--- src/rtl/tekbot_pkg.sv ---
// Shared types and constants for the Tekbot drive controller: FSM states,
// motor direction encodings, button bit positions and the drive-decode helper.
package tekbot_pkg;

  typedef enum logic [1:0] {
    IDLE   = 2'd0,
    DRIVE  = 2'd1,
    BACKUP = 2'd2,
    TURN   = 2'd3
  } state_t;

  localparam logic DIR_FWD = 1'b1;
  localparam logic DIR_REV = 1'b0;

  localparam int BTN_L = 2;
  localparam int BTN_F = 1;
  localparam int BTN_R = 0;

  typedef struct packed {
    logic l_en;
    logic l_dir;
    logic r_en;
    logic r_dir;
  } drive_t;

  function automatic int clog2_min1(input int v);
    return (v <= 1) ? 1 : $clog2(v);
  endfunction

  // L and R together win over either alone; F only matters with no side pressed.
  function automatic drive_t decode_buttons(input logic [2:0] b);
    drive_t d;
    d.l_en  = 1'b1;
    d.r_en  = 1'b1;
    d.l_dir = DIR_FWD;
    d.r_dir = DIR_FWD;
    if (b[BTN_L] && b[BTN_R]) begin
      d.l_dir = DIR_REV;
      d.r_dir = DIR_REV;
    end else if (b[BTN_L]) begin
      d.l_dir = DIR_REV;
    end else if (b[BTN_R]) begin
      d.r_dir = DIR_REV;
    end else if (!b[BTN_F]) begin
      d.l_en = 1'b0;
      d.r_en = 1'b0;
    end
    return d;
  endfunction

endpackage

--- src/rtl/tekbot_debounce.sv ---
// Two-flop synchroniser followed by a stable-count debouncer for one raw input.
module tekbot_debounce
  import tekbot_pkg::*;
#(
  parameter int DEB_CYCLES = 4
) (
  input  logic clk_i,
  input  logic rst_n_i,
  input  logic raw_i,
  output logic deb_o
);

  localparam int CNT_W = clog2_min1(DEB_CYCLES);
  localparam logic [CNT_W-1:0] CNT_LAST = CNT_W'(DEB_CYCLES - 1);

  logic             meta_q;
  logic             sync_q;
  logic             deb_q;
  logic             deb_d;
  logic [CNT_W-1:0] cnt_q;
  logic [CNT_W-1:0] cnt_d;

  // Any cycle agreeing with the current output restarts the count.
  always_comb begin
    deb_d = deb_q;
    cnt_d = '0;
    if (sync_q != deb_q) begin
      if (cnt_q == CNT_LAST) begin
        deb_d = sync_q;
      end else begin
        cnt_d = cnt_q + CNT_W'(1);
      end
    end
  end

  always_ff @(posedge clk_i) begin
    if (!rst_n_i) begin
      meta_q <= 1'b0;
      sync_q <= 1'b0;
      deb_q  <= 1'b0;
      cnt_q  <= '0;
    end else begin
      meta_q <= raw_i;
      sync_q <= meta_q;
      deb_q  <= deb_d;
      cnt_q  <= cnt_d;
    end
  end

  assign deb_o = deb_q;

endmodule

--- src/rtl/tekbot_drive_ctrl.sv ---
// Tekbot drive controller: debounced buttons/bumpers -> PWM motor drive with
// bump recovery (back up, then turn away). Optional ramp: TEKBOT_SOFTSTART_EN.
module tekbot_drive_ctrl
  import tekbot_pkg::*;
#(
  parameter int DEB_CYCLES    = 4,
  parameter int PWM_W         = 4,
  parameter int BACKUP_CYCLES = 16,
  parameter int TURN_CYCLES   = 8
) (
  input  logic             clk,
  input  logic             rst_n,
  input  logic [2:0]       btn,
  input  logic             bump_l,
  input  logic             bump_r,
  input  logic [PWM_W-1:0] duty,
  output logic             l_en,
  output logic             l_dir,
  output logic             r_en,
  output logic             r_dir,
  output logic             busy
);

  localparam int BK_W  = clog2_min1(BACKUP_CYCLES);
  localparam int TN_W  = clog2_min1(TURN_CYCLES);
  localparam int CNT_W = (BK_W > TN_W) ? BK_W : TN_W;
  localparam logic [CNT_W-1:0] BK_LAST  = CNT_W'(BACKUP_CYCLES - 1);
  localparam logic [CNT_W-1:0] TN_LAST  = CNT_W'(TURN_CYCLES - 1);
  localparam logic [PWM_W-1:0] PWM_LAST = '1;

  logic [4:0] raw_vec;
  logic [4:0] deb_vec;
  logic [2:0] deb_btn;
  logic       deb_bl;
  logic       deb_br;

  assign raw_vec = {btn, bump_l, bump_r};

  for (genvar i = 0; i < 5; i++) begin : g_deb
    tekbot_debounce #(
      .DEB_CYCLES(DEB_CYCLES)
    ) u_deb (
      .clk_i  (clk),
      .rst_n_i(rst_n),
      .raw_i  (raw_vec[i]),
      .deb_o  (deb_vec[i])
    );
  end

  assign deb_btn = deb_vec[4:2];
  assign deb_bl  = deb_vec[1];
  assign deb_br  = deb_vec[0];

  state_t           state_q;
  state_t           state_d;
  logic [CNT_W-1:0] man_cnt_q;
  logic [CNT_W-1:0] man_cnt_d;
  logic             side_l_q;
  logic             side_l_d;
  logic             side_r_q;
  logic             side_r_d;
  logic [1:0]       bump_prev_q;
  logic             bump_rise;
  logic [PWM_W-1:0] pwm_cnt_q;
  logic [PWM_W-1:0] eff_duty_q;
  logic [PWM_W-1:0] eff_duty_d;
  logic [PWM_W-1:0] eff_now;
  logic             pwm_wrap;
  drive_t           btn_drive;
  drive_t           drv_q;
  drive_t           drv_d;
  logic             busy_q;
  logic             busy_d;

  // Tracking the previous level every cycle means a bump held through a
  // manoeuvre cannot retrigger once it ends.
  assign bump_rise = (deb_bl & ~bump_prev_q[1]) | (deb_br & ~bump_prev_q[0]);
  assign pwm_wrap  = (pwm_cnt_q == PWM_LAST);
  assign btn_drive = decode_buttons(deb_btn);

  always_ff @(posedge clk) begin
    if (!rst_n) begin
      state_q <= IDLE;
    end else begin
      state_q <= state_d;
    end
  end

  always_comb begin
    state_d   = state_q;
    man_cnt_d = man_cnt_q;
    side_l_d  = side_l_q;
    side_r_d  = side_r_q;
    case (state_q)
      IDLE, DRIVE: begin
        if (bump_rise) begin
          state_d   = BACKUP;
          man_cnt_d = '0;
          side_l_d  = deb_bl;
          side_r_d  = deb_br;
        end else begin
          state_d = (|deb_btn) ? DRIVE : IDLE;
        end
      end
      BACKUP: begin
        if (man_cnt_q == BK_LAST) begin
          state_d   = TURN;
          man_cnt_d = '0;
        end else begin
          man_cnt_d = man_cnt_q + CNT_W'(1);
        end
      end
      TURN: begin
        if (man_cnt_q == TN_LAST) begin
          state_d   = (|deb_btn) ? DRIVE : IDLE;
          man_cnt_d = '0;
        end else begin
          man_cnt_d = man_cnt_q + CNT_W'(1);
        end
      end
      default: state_d = IDLE;
    endcase
  end

`ifdef TEKBOT_SOFTSTART_EN
  logic entering_drive;
  assign entering_drive = (state_d == DRIVE) && (state_q != DRIVE);
  assign eff_now        = entering_drive ? '0 : eff_duty_q;

  always_comb begin
    eff_duty_d = eff_duty_q;
    if (entering_drive) begin
      eff_duty_d = '0;
    end else if (pwm_wrap) begin
      if (duty < eff_duty_q) begin
        eff_duty_d = duty;
      end else if (eff_duty_q < duty) begin
        eff_duty_d = eff_duty_q + PWM_W'(1);
      end
    end
  end
`else
  assign eff_now = eff_duty_q;

  always_comb begin
    eff_duty_d = pwm_wrap ? duty : eff_duty_q;
  end
`endif

  // Outputs are decoded from the next state so they register alongside it.
  always_comb begin
    drv_d      = drv_q;
    drv_d.l_en = 1'b0;
    drv_d.r_en = 1'b0;
    busy_d     = 1'b0;
    case (state_d)
      DRIVE: begin
        drv_d.l_en  = btn_drive.l_en & (pwm_cnt_q < eff_now);
        drv_d.r_en  = btn_drive.r_en & (pwm_cnt_q < eff_now);
        drv_d.l_dir = btn_drive.l_dir;
        drv_d.r_dir = btn_drive.r_dir;
      end
      BACKUP: begin
        drv_d  = '{l_en: 1'b1, l_dir: DIR_REV, r_en: 1'b1, r_dir: DIR_REV};
        busy_d = 1'b1;
      end
      TURN: begin
        if (side_l_q || !side_r_q) begin
          drv_d = '{l_en: 1'b1, l_dir: DIR_FWD, r_en: 1'b1, r_dir: DIR_REV};
        end else begin
          drv_d = '{l_en: 1'b1, l_dir: DIR_REV, r_en: 1'b1, r_dir: DIR_FWD};
        end
        busy_d = 1'b1;
      end
      default: ;
    endcase
  end

  always_ff @(posedge clk) begin
    if (!rst_n) begin
      man_cnt_q   <= '0;
      side_l_q    <= 1'b0;
      side_r_q    <= 1'b0;
      bump_prev_q <= 2'b00;
      pwm_cnt_q   <= '0;
      eff_duty_q  <= '0;
      drv_q       <= '0;
      busy_q      <= 1'b0;
    end else begin
      man_cnt_q   <= man_cnt_d;
      side_l_q    <= side_l_d;
      side_r_q    <= side_r_d;
      bump_prev_q <= {deb_bl, deb_br};
      pwm_cnt_q   <= pwm_cnt_q + PWM_W'(1);
      eff_duty_q  <= eff_duty_d;
      drv_q       <= drv_d;
      busy_q      <= busy_d;
    end
  end

  assign l_en  = drv_q.l_en;
  assign l_dir = drv_q.l_dir;
  assign r_en  = drv_q.r_en;
  assign r_dir = drv_q.r_dir;
  assign busy  = busy_q;

endmodule
--- config.mk ---
export PLATFORM = sky130hd
export DESIGN_NAME = tekbot_drive_ctrl
export DESIGN_NICKNAME = d
export VERILOG_FILES = /design/src/rtl/tekbot_pkg.sv /design/src/rtl/tekbot_debounce.sv /design/src/rtl/tekbot_drive_ctrl.sv
export SDC_FILE = /design/constraint.sdc
export NUM_CORES = 1
export LEC_CHECK = 0
export BUFFER_PORTS_ARGS = -buffer_cell sky130_fd_sc_hd__buf_2
export CAP_MARGIN = 10
export CORE_MARGIN = 5
export CORE_UTILIZATION = 35
export CTS_CLUSTER_SIZE = 28
export DETAILED_ROUTE_END_ITERATION = 10
export SKIP_LAST_GASP = 1
export SYNTH_ARGS = -nofsm -noshare
export SYNTH_HDL_FRONTEND = slang
export SYNTH_HIERARCHICAL = 1
export SYNTH_SLANG_ARGS = --single-unit
export TNS_END_PERCENT = 5
--- constraint.sdc ---
create_clock -name clk -period 2.2 [get_ports clk]
set_clock_uncertainty 0.1 [all_clocks]
set_input_delay 0.44 -clock clk [delete_from_list [all_inputs] [get_ports clk]]
set_output_delay 0.44 -clock clk [all_outputs]
set_load 0.01 [all_outputs]
After elaboration in Yosys (flattened, before gate mapping) --
Cells that the tools add are included.
Storage, ports and cells: register bits 48, input port bits 11
Operators by class: add/sub/neg operators 7, order comparisons 1, equality and inequality tests 20, multiplexer cells 22, bitwise logic cells 13, reductions and logical operators 19
Operators by type and width (number):
- $pmux W4 S3 | 2
- $eq A2 B2 Y1 const B | 9
- $reduce_or A3 Y1 | 6
- $mux W4 | 3
- $reduce_and A2 Y1 | 6
- $mux W1 | 11
- $add A2 B1 Y2 const B | 5
- $add A4 B1 Y4 const B | 2
- $eq A4 B4 Y1 const B | 2
- $mux W2 | 4
- $not A1 Y1 | 8
- $pmux W2 S3 | 1
- $ne A1 B1 Y1 | 5
- $and A1 B1 Y1 | 4
- $eq A2 B1 Y1 const B | 2
- $eq A4 B3 Y1 const B | 1
- $lt A4 B4 Y1 | 1
- $reduce_or A2 Y1 | 2
- $mux W3 | 1
- $reduce_bool A3 Y1 | 1
- $logic_not A2 Y1 | 1
- $ne A2 B2 Y1 const B | 1
- $logic_and A1 B1 Y1 | 1
- $logic_not A1 Y1 | 1
- other kinds (2) | 2

Logic depth before layout (Yosys ltp) --
Gate-level depths: netlist of run 1.
word-level depth 8, mapped depth 6, depth with buffers taken out 6

By module --
Netlist of run 1, hierarchy kept.
By module, submodules not included:
- tekbot_drive_ctrl | instances 1, cells each 106, area an instance 993.5 sq um, sequential area each 420.4 sq um
- tekbot_debounce | instances 5, cells each 13, area an instance 171.4 sq um, sequential area each 100.1 sq um

Worst setup path after synthesis of run 1 --
OpenSTA, ideal clock, no wires.
path kind register -> register, start point reg state_q[1], end point reg drv_q (netlist bit l_dir), library setup time 0.140 ns, arrival 1.206 ns, data required time 1.960 ns, setup slack 0.754 ns, stages on the path, launching flop included 7, period minus slack after synthesis 1.446 ns, cell sequence dfxtp_1 > inv_2 > and3_1 > buf_6 > or2_4 > nand4b_1 > o211ai_1
On the way: cells in the longest elaborated chain, start to end 5, elaborated cells on any way between the ends 13, classes of those cells 6 x eq/ne; 4 x mux; 3 x reduce/logical
RTL lines:
- start: declaration | line tekbot_drive_ctrl.sv:54 | state_t state_q;
- start signal: assignment | line tekbot_drive_ctrl.sv:85 | state_q <= state_d;
- $eq A2 B1 Y1 or $logic_not A2 Y1 (tied branches) | line tekbot_drive_ctrl.sv:94 | case (state_q)
- $reduce_or A2 Y1 | line tekbot_drive_ctrl.sv:94
- $pmux W2 S3 (*) | line tekbot_drive_ctrl.sv:94
- $eq A2 B2 Y1 or $eq A2 B1 Y1 (tied branches) | line tekbot_drive_ctrl.sv:156 | case (state_d)
- $pmux W4 S3 or $reduce_bool A3 Y1 (tied branches)
- end signal: assignment | line tekbot_drive_ctrl.sv:196 | drv_q <= drv_d;
- end: declaration | line tekbot_drive_ctrl.sv:70 | drive_t drv_q;
Mark *: on every way between the ends. The rest lies on a longest branch, timed or not. A chain may end at the register's enable or synchronous reset.

Final worst setup path of run 1 --
start point reg man_cnt_q[0], end point reg drv_q (netlist bit l_dir)
On the way: cells in the longest elaborated chain, start to end 5, elaborated cells on any way between the ends 10, classes of those cells 5 x eq/ne; 4 x mux; 1 x reduce/logical
RTL lines:
- start: declaration | line tekbot_drive_ctrl.sv:56 | logic [CNT_W-1:0] man_cnt_q;
- start signal: assignment | line tekbot_drive_ctrl.sv:190 | man_cnt_q <= man_cnt_d;
- $eq A4 B3 Y1 or $eq A4 B4 Y1 (tied branches) | line tekbot_drive_ctrl.sv:114, tekbot_drive_ctrl.sv:106
- $mux W2 (on tied branches) | line tekbot_drive_ctrl.sv:114, tekbot_drive_ctrl.sv:106
- $pmux W2 S3 (*) | line tekbot_drive_ctrl.sv:94
- $eq A2 B2 Y1 or $eq A2 B1 Y1 (tied branches) | line tekbot_drive_ctrl.sv:156
- $pmux W4 S3 or $reduce_bool A3 Y1 (tied branches)
Marks and branches as above.

==> impl_metrics.toml, run 1 <==
[outcome]
status = "completed"

[synthesis]
synth_top_cell_by_area = "dfxtp_1"
ys_seq_elements = 46
synth_top_area_share_pct = 49.8
syn_area_um2 = 1850
syn_avg_cell_area_um2 = 10.8
syn_inst = 171
ys_seq_area_share_pct = 49.8
synth.area.top_cells = "dfxtp_1, ha_1, mux2i_1"
synth_warnings = 6
synth_cell_type_count = 33
synth_nets = 192

[detailed_routing]
vias_per_cell = 4.50
dr.first_iter.drc_count = 66
drt-total-wl_um = 2670
ant_nets = 0
drt_first_pass_iters = 4
dr_total_vias = 1171
drcViolationCount = 0
wire_per_inst_um = 10.3

[cells_and_area]
drive_above_1_share_pct = 17.4
fin_nets = 210
layout_common_cells = "dfxtp_1, and2_1, nor2b_1"
layout_commonest_cell = "dfxtp_1"
insertedDiodeCount = 0
area_delta_synth_final_pct = 12.7

[min_path]
hp-start = "btn[1]"
worst_hold_path_type = "in -> reg"

[worst_setup_path]
path_cells = "ha_1, nand2_1, nor3_1, or2_4, nand3_1, o211ai_1"
endpoint_kind = "flip-flop"
slowest_delay_ns = 0.38
crit_start = "man_cnt_q[0]"
start_kind = "flip-flop"
crit_path_top_delay_cell = "dfxtp_1"
cp_max_fo = 4
critPathRequiredTime_ns = 2.33
worstReg2RegStart = "man_cnt_q[0]"
arrival_ns = 1.70
critical_path_class = "reg -> reg"

[place]
gp_congestion = 0.701
io_buffer_count = 15
place_hpwl_um = 1820

[clock_network]
cts_buffers = 5
cts_setup_buffers = 0
postCtsHoldBufs = 0
cts.repair.resized = 0
clk_latency_ns = 0.30
htree_num_levels = 2
cts_sinks = 46
clk_pin_slew_worst_paths_ns = 0.09
cts_tree = "yes"
cts_root_buf = "clkbuf_8"
clock_path_buffers = 2

[die]
fp.dieH_um = 82.7
die_w_um = 82.7
core_region_area_um2 = 5110
rows = 26
fp.dieArea_um2 = 6840
ios = 16
initial_core_util_pct = 36.2

[global_route]
antenna_found_initial = 0
grt_start_max_net_pins = 51
grt_overflow = 0
grt_pass1_vias = 1032
grt_use_total_pct = 9.23
grt_first_pass_wirelength_um = 4650

[sta]
tightest_slew_ns = 0.641
min_period_ns = 1.57
setup_viol = 0
tns_ns = 0
finalHoldViolations = 0
post-route-period-util_pct = 71.6
timing.hold.ws_ns = 0.243
rsz0062_at_grt = "no"
slew_headroom_pct = 57.3
drv_slew = 0
fmax_mhz = 635

[power_and_ir_drop]
ir_worst_vdd_v = 0.000455
leakage_nw = 0.825
power_w = 0.00145
p_per_area_nw_per_um2 = 695

[run]
cap_violations = 0
## power breakdown
part,switching (W),total (W),internal [W],leakage [nW]
Clock,0.000283,0.000542,0.000259,0.0478
Sequential,0.00000910,0.000857,0.000848,0.374
Combinational,0.0000223,0.0000506,0.0000283,0.404
Total,0.000315,0.00145,0.00113,0.825
## logic make-up (layout without fill, tap and decap cells)
group | count (synthesis) | count (layout) | share of synthesized area, %
AO/OA/AOI/OAI | 16 | 16 | 5.95
XOR/XNOR | 8 | 8 | 3.79
adder cells (fa/ha/maj) | 10 | 10 | 6.76
buffers and inverters | 10 | 29 | 2.64
flip-flops | 46 | 46 | 49.8
multiplexers | 12 | 12 | 6.49
AND/OR/NAND/NOR | 69 | 69 | 24.6
## synthesized netlist by cell type
library cell	instances
a21o_1	1
a21oi_1	3
a21oi_2	1
a22oi_1	1
and2_1	17
and2_2	1
and3_1	1
and4bb_2	5
buf_4	1
buf_6	1
clkbuf_1	2
dfxtp_1	46
ha_1	10
inv_1	5
inv_2	1
mux2i_1	12
nand2_1	3
nand2b_1	3
nand3_1	5
nand4_1	1
nand4b_1	3
nor2_1	6
nor2b_1	16
nor3_1	2
nor4b_1	5
o211ai_1	2
o21ai_0	5
o21ai_1	1
o311a_1	1
o32ai_2	1
or2_4	1
xnor2_1	7
xor2_1	1
## routing by layer
layer  vias up  wire length [µm]  track usage, %
met5         -                 0               0
met4         0                65            5.88
met3         4               114            3.69
met2        18              1110            13.2
met1       523              1380            11.4
li1        626                 -               -
## final timing paths
path / to / cells past startpoint / slack [ns]
worst min register to register: g_deb[4].u_deb/cnt_q[0] / 1 / 0.33
worst max-delay path: l_dir / 6 / 0.63
worst min-delay path: g_deb[3].u_deb/meta_q / 2 / 0.24
worst max register to register: l_dir / 6 / 0.63
## area by class of cell
class | count | area, µm²
clock buffers | 6 | 82.6
clock inverters | 2 | 16.3
fillers | 528 | 3020
inverters | 6 | 22.5
multi-input cells | 115 | 881
flip-flops and latches | 46 | 921
well taps | 70 | 87.6
repair buffers | 15 | 75.1
## metrics by stage
step	utilization [%]	instances	instance area, µm²	setup WS [ns]
after floorplan	-	171	1850	0.754
after global placement	38.9	252	1990	0.665
after detailed placement	38.9	252	1990	0.634
after CTS	40.8	260	2090	0.623
after global routing	40.8	260	2090	0.435
final	40.8	260	2090	0.626
## flip-flops by register name (all words and copies together) (netlist names)
signal and cells:
l_dir 1, side_r_q 1, bump_prev_q 2, g_deb.u_deb/sync_q 5
side_l_q 1, g_deb.u_deb/meta_q 5, g_deb.u_deb/cnt_q 10, pwm_cnt_q 4
eff_duty_q 4, state_q 2, man_cnt_q 4, r_dir 1
l_en 1, g_deb.u_deb/deb_o 5
## worst max-delay path, delay by kind of cell (launching register included)
family	cells	cell delay, ns
AOI/OAI and AO/OA	1	0.17
and+or+nand+nor	4	0.65
DFF	1	0.38
adders and majority gates	1	0.20
No activity file was read; power rests on OpenSTA's default activity.
==> run 2, diff against run 1 <==
Clock period 2.2 ns to 1.6 ns, I/O delays scaled along.
==> run 2 against run 1 <==
Compared with the run above: final area grew 4.2%; register-to-register slack worse by 0.58 ns; critical endpoint is now r_dir; critical path type unchanged; count of clock-buffer cells in the layout down 1.
==> impl_metrics.toml, run 2 (same netlist as run 1, synthesis figures left out) <==
[clock_network]
cts_root_buf = "clkbuf_8"
clk_latency_ns = 0.30
cts_setup_buffers = 0
cts_buffers = 5
clock_path_buffers = 2
cts_sinks = 46
cts_tree = "yes"
clk_pin_slew_worst_paths_ns = 0.09
htree_num_levels = 2

[global_route]
grtUsageMet2_pct = 13.5
grt_use_total_pct = 9.53
gr-max-usage-layer = "met2"
grt_first_pass_wirelength_um = 4870
grt_overflow = 0
grt_start_max_net_pins = 51
use_met3_pct = 3.25
antenna_found_initial = 0
grtUsageMet1_pct = 12.1
grt_pass1_vias = 1094

[cells_and_area]
drive_above_1_share_pct = 22.2
layout_commonest_cell = "dfxtp_1"
multi_input_area_um2 = 910
layout_common_cells = "dfxtp_1, and2_1, nor2b_1"
register_area_um2 = 922
top_register = "g_deb.u_deb/cnt_q"
post-route-util_pct = 42.6
insertedDiodeCount = 0
area_delta_synth_final_pct = 17.4
largest_reg_flops = 10
layout.cells.non_filler = 264
fillCellCount = 514
fin_nets = 214

[worst_setup_path]
endpoint_kind = "flip-flop"
worstReg2RegStart = "man_cnt_q[0]"
ff2ff_path_depth = 6
arrival_ns = 1.64
critical_path_class = "reg -> reg"
start_kind = "flip-flop"
slowest_delay_ns = 0.34
worstReg2RegEnd = "r_dir"
critPathRequiredTime_ns = 1.68
worst-path-buf-inv = 0
crit_path_top_delay_cell = "dfxtp_2"
crit_family = "flip-flops"
path_cells = "ha_2, nand2_2, mux2i_2, o32ai_4, nand4b_1, o211ai_1"
r2r_slack_ns = 0.04
cp_max_fo = 8

[die]
rows = 26
die_w_um = 82.7
core_region_area_um2 = 5110
ios = 16
initial_core_util_pct = 36.2
fp.dieH_um = 82.7
fp.dieArea_um2 = 6840

[detailed_routing]
drt-total-wl_um = 2890
ant_nets = 0
dr.first_iter.drc_count = 50
drt_first_pass_iters = 3
vias_per_cell = 4.49
drcViolationCount = 0
dr_total_vias = 1186
wire_per_inst_um = 10.9

[sta]
slew_headroom_pct = 71.8
tightest_slew_ns = 0.420
fmax_mhz = 641
min_period_ns = 1.56
finalHoldViolations = 0
drv_slew = 0
tns_ns = 0
timing.hold.ws_ns = 0.122
post-route-period-util_pct = 97.4
setup_viol = 0
fin_ws_ns = 0.0409

[power_and_ir_drop]
switchingPower_w = 0.000441
switching_share_pct = 20.8
p_per_area_nw_per_um2 = 973
p_clk_share_pct = 40.7
p_int_w = 0.00167
ir_worst_vdd_v = 0.000415
power_frac_comb_pct = 3.6
leakage_nw = 0.847
seqPwrFrac_pct = 55.7

[min_path]
worst_hold_path_type = "in -> reg"
hold_depth = 2
hp-start = "btn[1]"
hold_end = "g_deb[3].u_deb/meta_q"

[place]
placedCellCount = 256
dpl_worst_slack_ns = 0.0421
place_hpwl_um = 1930
gp_congestion = 0.714
io_buffer_count = 15

[outcome]
status = "completed"

[run]
cap_violations = 0
[run 2: cell type report]
cell class              instances  area share, %
flip-flops and latches         46           42.4
multi-input cells             115           41.9
repair buffers                 19           5.41
well taps                      70           4.03
clock buffers                   5           3.17
clock inverters                 3           2.07
inverters                       6           1.04
[run 2: worst max-delay path by stage]
stage                  from  endpoint  slack (ns)  cells after the start
2_1_floorplan    state_q[1]     l_dir        0.15                      6
3_3_place_gp   man_cnt_q[0]     l_dir        0.09                      6
3_5_place_dp   man_cnt_q[0]     r_dir        0.04                      6
4_1_cts        man_cnt_q[0]     r_dir        0.02                      6
5_1_grt        man_cnt_q[1]     l_dir       -0.03                      6
6_report       man_cnt_q[0]     r_dir        0.04                      6
[run 2: per-layer routing]
layer / wire [µm] / vias to the layer above
met3: 119 / 6
met1: 1420 / 529
met4: 70 / 0
met5: 0 / -
li1: - / 632
met2: 1280 / 19
[run 2: power by group through the flow]
stage | combinational [W] | sequential (W) | clock (W)
after floorplan | 0.0000440 | 0.00120 | 0
after global placement | 0.0000763 | 0.00121 | 0
after detailed placement | 0.0000777 | 0.00121 | 0
after CTS | 0.0000782 | 0.00118 | 0.000895
after global routing | 0.0000872 | 0.00118 | 0.000951
final | 0.0000763 | 0.00118 | 0.000861
[run 2: stage by stage]
step | cell area (µm²) | power (W)
CTS | 2140 | 0.00215
global placement | 2030 | 0.00128
global route | 2170 | 0.00222
detailed placement | 2030 | 0.00128
floorplan | 1850 | 0.00125
finish | 2170 | 0.00211
[run 2: repair_timing]
item                                    CTS  global route
gates resized for setup                   0             7
endpoints found under the setup margin    0             5
hold buffers                              0             0
==> run 3, diff against run 2 <==
Settings changed: CORE_ASPECT_RATIO set to 0.75, MAX_ROUTING_LAYER set to met4.
==> run 3 against run 2 <==
Compared with the run above: total power is 0.41% higher; non-clock buffer count grew 2; critical path type unchanged; register-to-register slack improved by 0.05 ns; largest cell class unchanged; flip-flop and latch count is the same; routed wire length grew 2.1%; sequential power hardly changed; die area grew 0.21%; global-route usage rose by 0.43 points.
==> impl_metrics.toml, run 3 (same netlist as run 1, synthesis figures left out) <==
[min_path]
worst_hold_path_type = "in -> reg"

[power_and_ir_drop]
ir_worst_vdd_v = 0.000403
leakage_nw = 0.857
power_w = 0.00212
p_per_area_nw_per_um2 = 970

[clock_network]
cts_setup_buffers = 0
htree_num_levels = 2
cts_sinks = 46
cts_buffers = 5
clk_pin_slew_worst_paths_ns = 0.09
cts_tree = "yes"
cts_root_buf = "clkbuf_8"
clk_latency_ns = 0.30
clock_path_buffers = 2

[sta]
tightest_slew_ns = 0.411
rsz0062_at_grt = "no"
fmax_mhz = 662
min_period_ns = 1.51
drv_slew = 0
slew_headroom_pct = 72.4
finalHoldViolations = 0
setup_viol = 0
tns_ns = 0
post-route-period-util_pct = 94.3

[outcome]
status = "completed"

[global_route]
grt_pass1_vias = 1172
grt_use_total_pct = 9.95
antenna_found_initial = 0
grt_start_max_net_pins = 51
grt_first_pass_wirelength_um = 5240
grt_overflow = 0

[cells_and_area]
layout.cells.non_filler = 268
area_delta_synth_final_pct = 18.3
insertedDiodeCount = 0
fillCellCount = 491
layout_common_cells = "dfxtp_1, and2_1, nor2b_1"
largest_reg_flops = 10
layout_commonest_cell = "dfxtp_1"
stdcell_area_um2 = 2190
post-route-util_pct = 43.7
drive_above_1_share_pct = 23.0
fin_nets = 216
top_register = "g_deb.u_deb/cnt_q"

[detailed_routing]
drcViolationCount = 0
vias_per_cell = 4.53
dr.first_iter.drc_count = 34
drt_first_pass_iters = 4
ant_nets = 0
drt-total-wl_um = 2950
dr_total_vias = 1213
wire_per_inst_um = 11.0

[worst_setup_path]
arrival_ns = 1.58
critical_path_class = "reg -> reg"
r2r_slack_ns = 0.09
start_kind = "flip-flop"
cp_max_fo = 8
endpoint_kind = "flip-flop"
critPathRequiredTime_ns = 1.67

[die]
die_w_um = 94.0
core_region_area_um2 = 5010
fp.dieArea_um2 = 6860
initial_core_util_pct = 36.9
ios = 16
fp.dieH_um = 73.0
rows = 22

[place]
placed_cell_area_um2 = 2050
place_hpwl_um = 2010
placedCellCount = 260
io_buffer_count = 15
gp_congestion = 0.719

[run]
cap_violations = 0
-- run 3: cell count changes in the layout (fill, tap and decap cells not counted) --
cell / previous run / this run
a21oi_1: 2 / 3
dfxtp_1: 45 / 44
a21oi_2: 2 / 1
buf_4: 3 / 5
dfxtp_2: 1 / 2
-- run 3: critical path, stage by stage (launching register included) --
cell and delay, ns:
dfxtp_2 0.34, ha_2 0.19, nand2_2 0.10, mux2i_2 0.27, o32ai_4 0.16, nand4b_1 0.13
o211ai_1 0.09
-- run 3: cell type report --
| cell class | instances | area (µm²) | area share (%) |
|---|---|---|---|
| clock buffers | 5 | 68.8 | 3.14 |
| multi-input cells | 115 | 906 | 41.4 |
| well taps | 72 | 90.1 | 4.12 |
| clock inverters | 3 | 45.0 | 2.06 |
| inverters | 6 | 22.5 | 1.03 |
| flip-flops and latches | 46 | 923 | 42.2 |
| repair buffers | 21 | 133 | 6.06 |
-- run 3: worst paths after layout --
check,startpoint,to,depth (start not counted)
setup reg to reg,man_cnt_q[0],r_dir,6
hold / removal,btn[1],g_deb[3].u_deb/meta_q,2
setup / recovery,man_cnt_q[0],r_dir,6
hold reg to reg,g_deb[4].u_deb/meta_q,g_deb[4].u_deb/sync_q,1
-- run 3: where the power goes --
part	switching [W]	internal, W
registers	0.0000122	0.00117
clock network	0.000405	0.000465
logic	0.0000324	0.0000438
total	0.000449	0.00167
-- run 3: metrics by stage --
stage                     setup slack, ns  hold WS, ns
after floorplan                     0.154        0.305
final                              0.0905        0.123
after global routing              0.00835        0.105
after CTS                         0.00675        0.114
after detailed placement           0.0241        0.320
after global placement             0.0856        0.315
-- run 3: what timing repair did --
action                     in CTS  in global routing
setup endpoints to repair       0                  4
hold buffers                    0                  0
gates resized for setup         0                  7
-- run 3: metal layers --
layer / GRT usage (%) / routed length [µm] / up-vias
met5: - / 0 / -
li1: - / - / 638
met1: 13.4 / 1580 / 551
met3: 4.12 / 134 / 2
met4: 2.40 / 12 / 0
met2: 13.8 / 1220 / 22
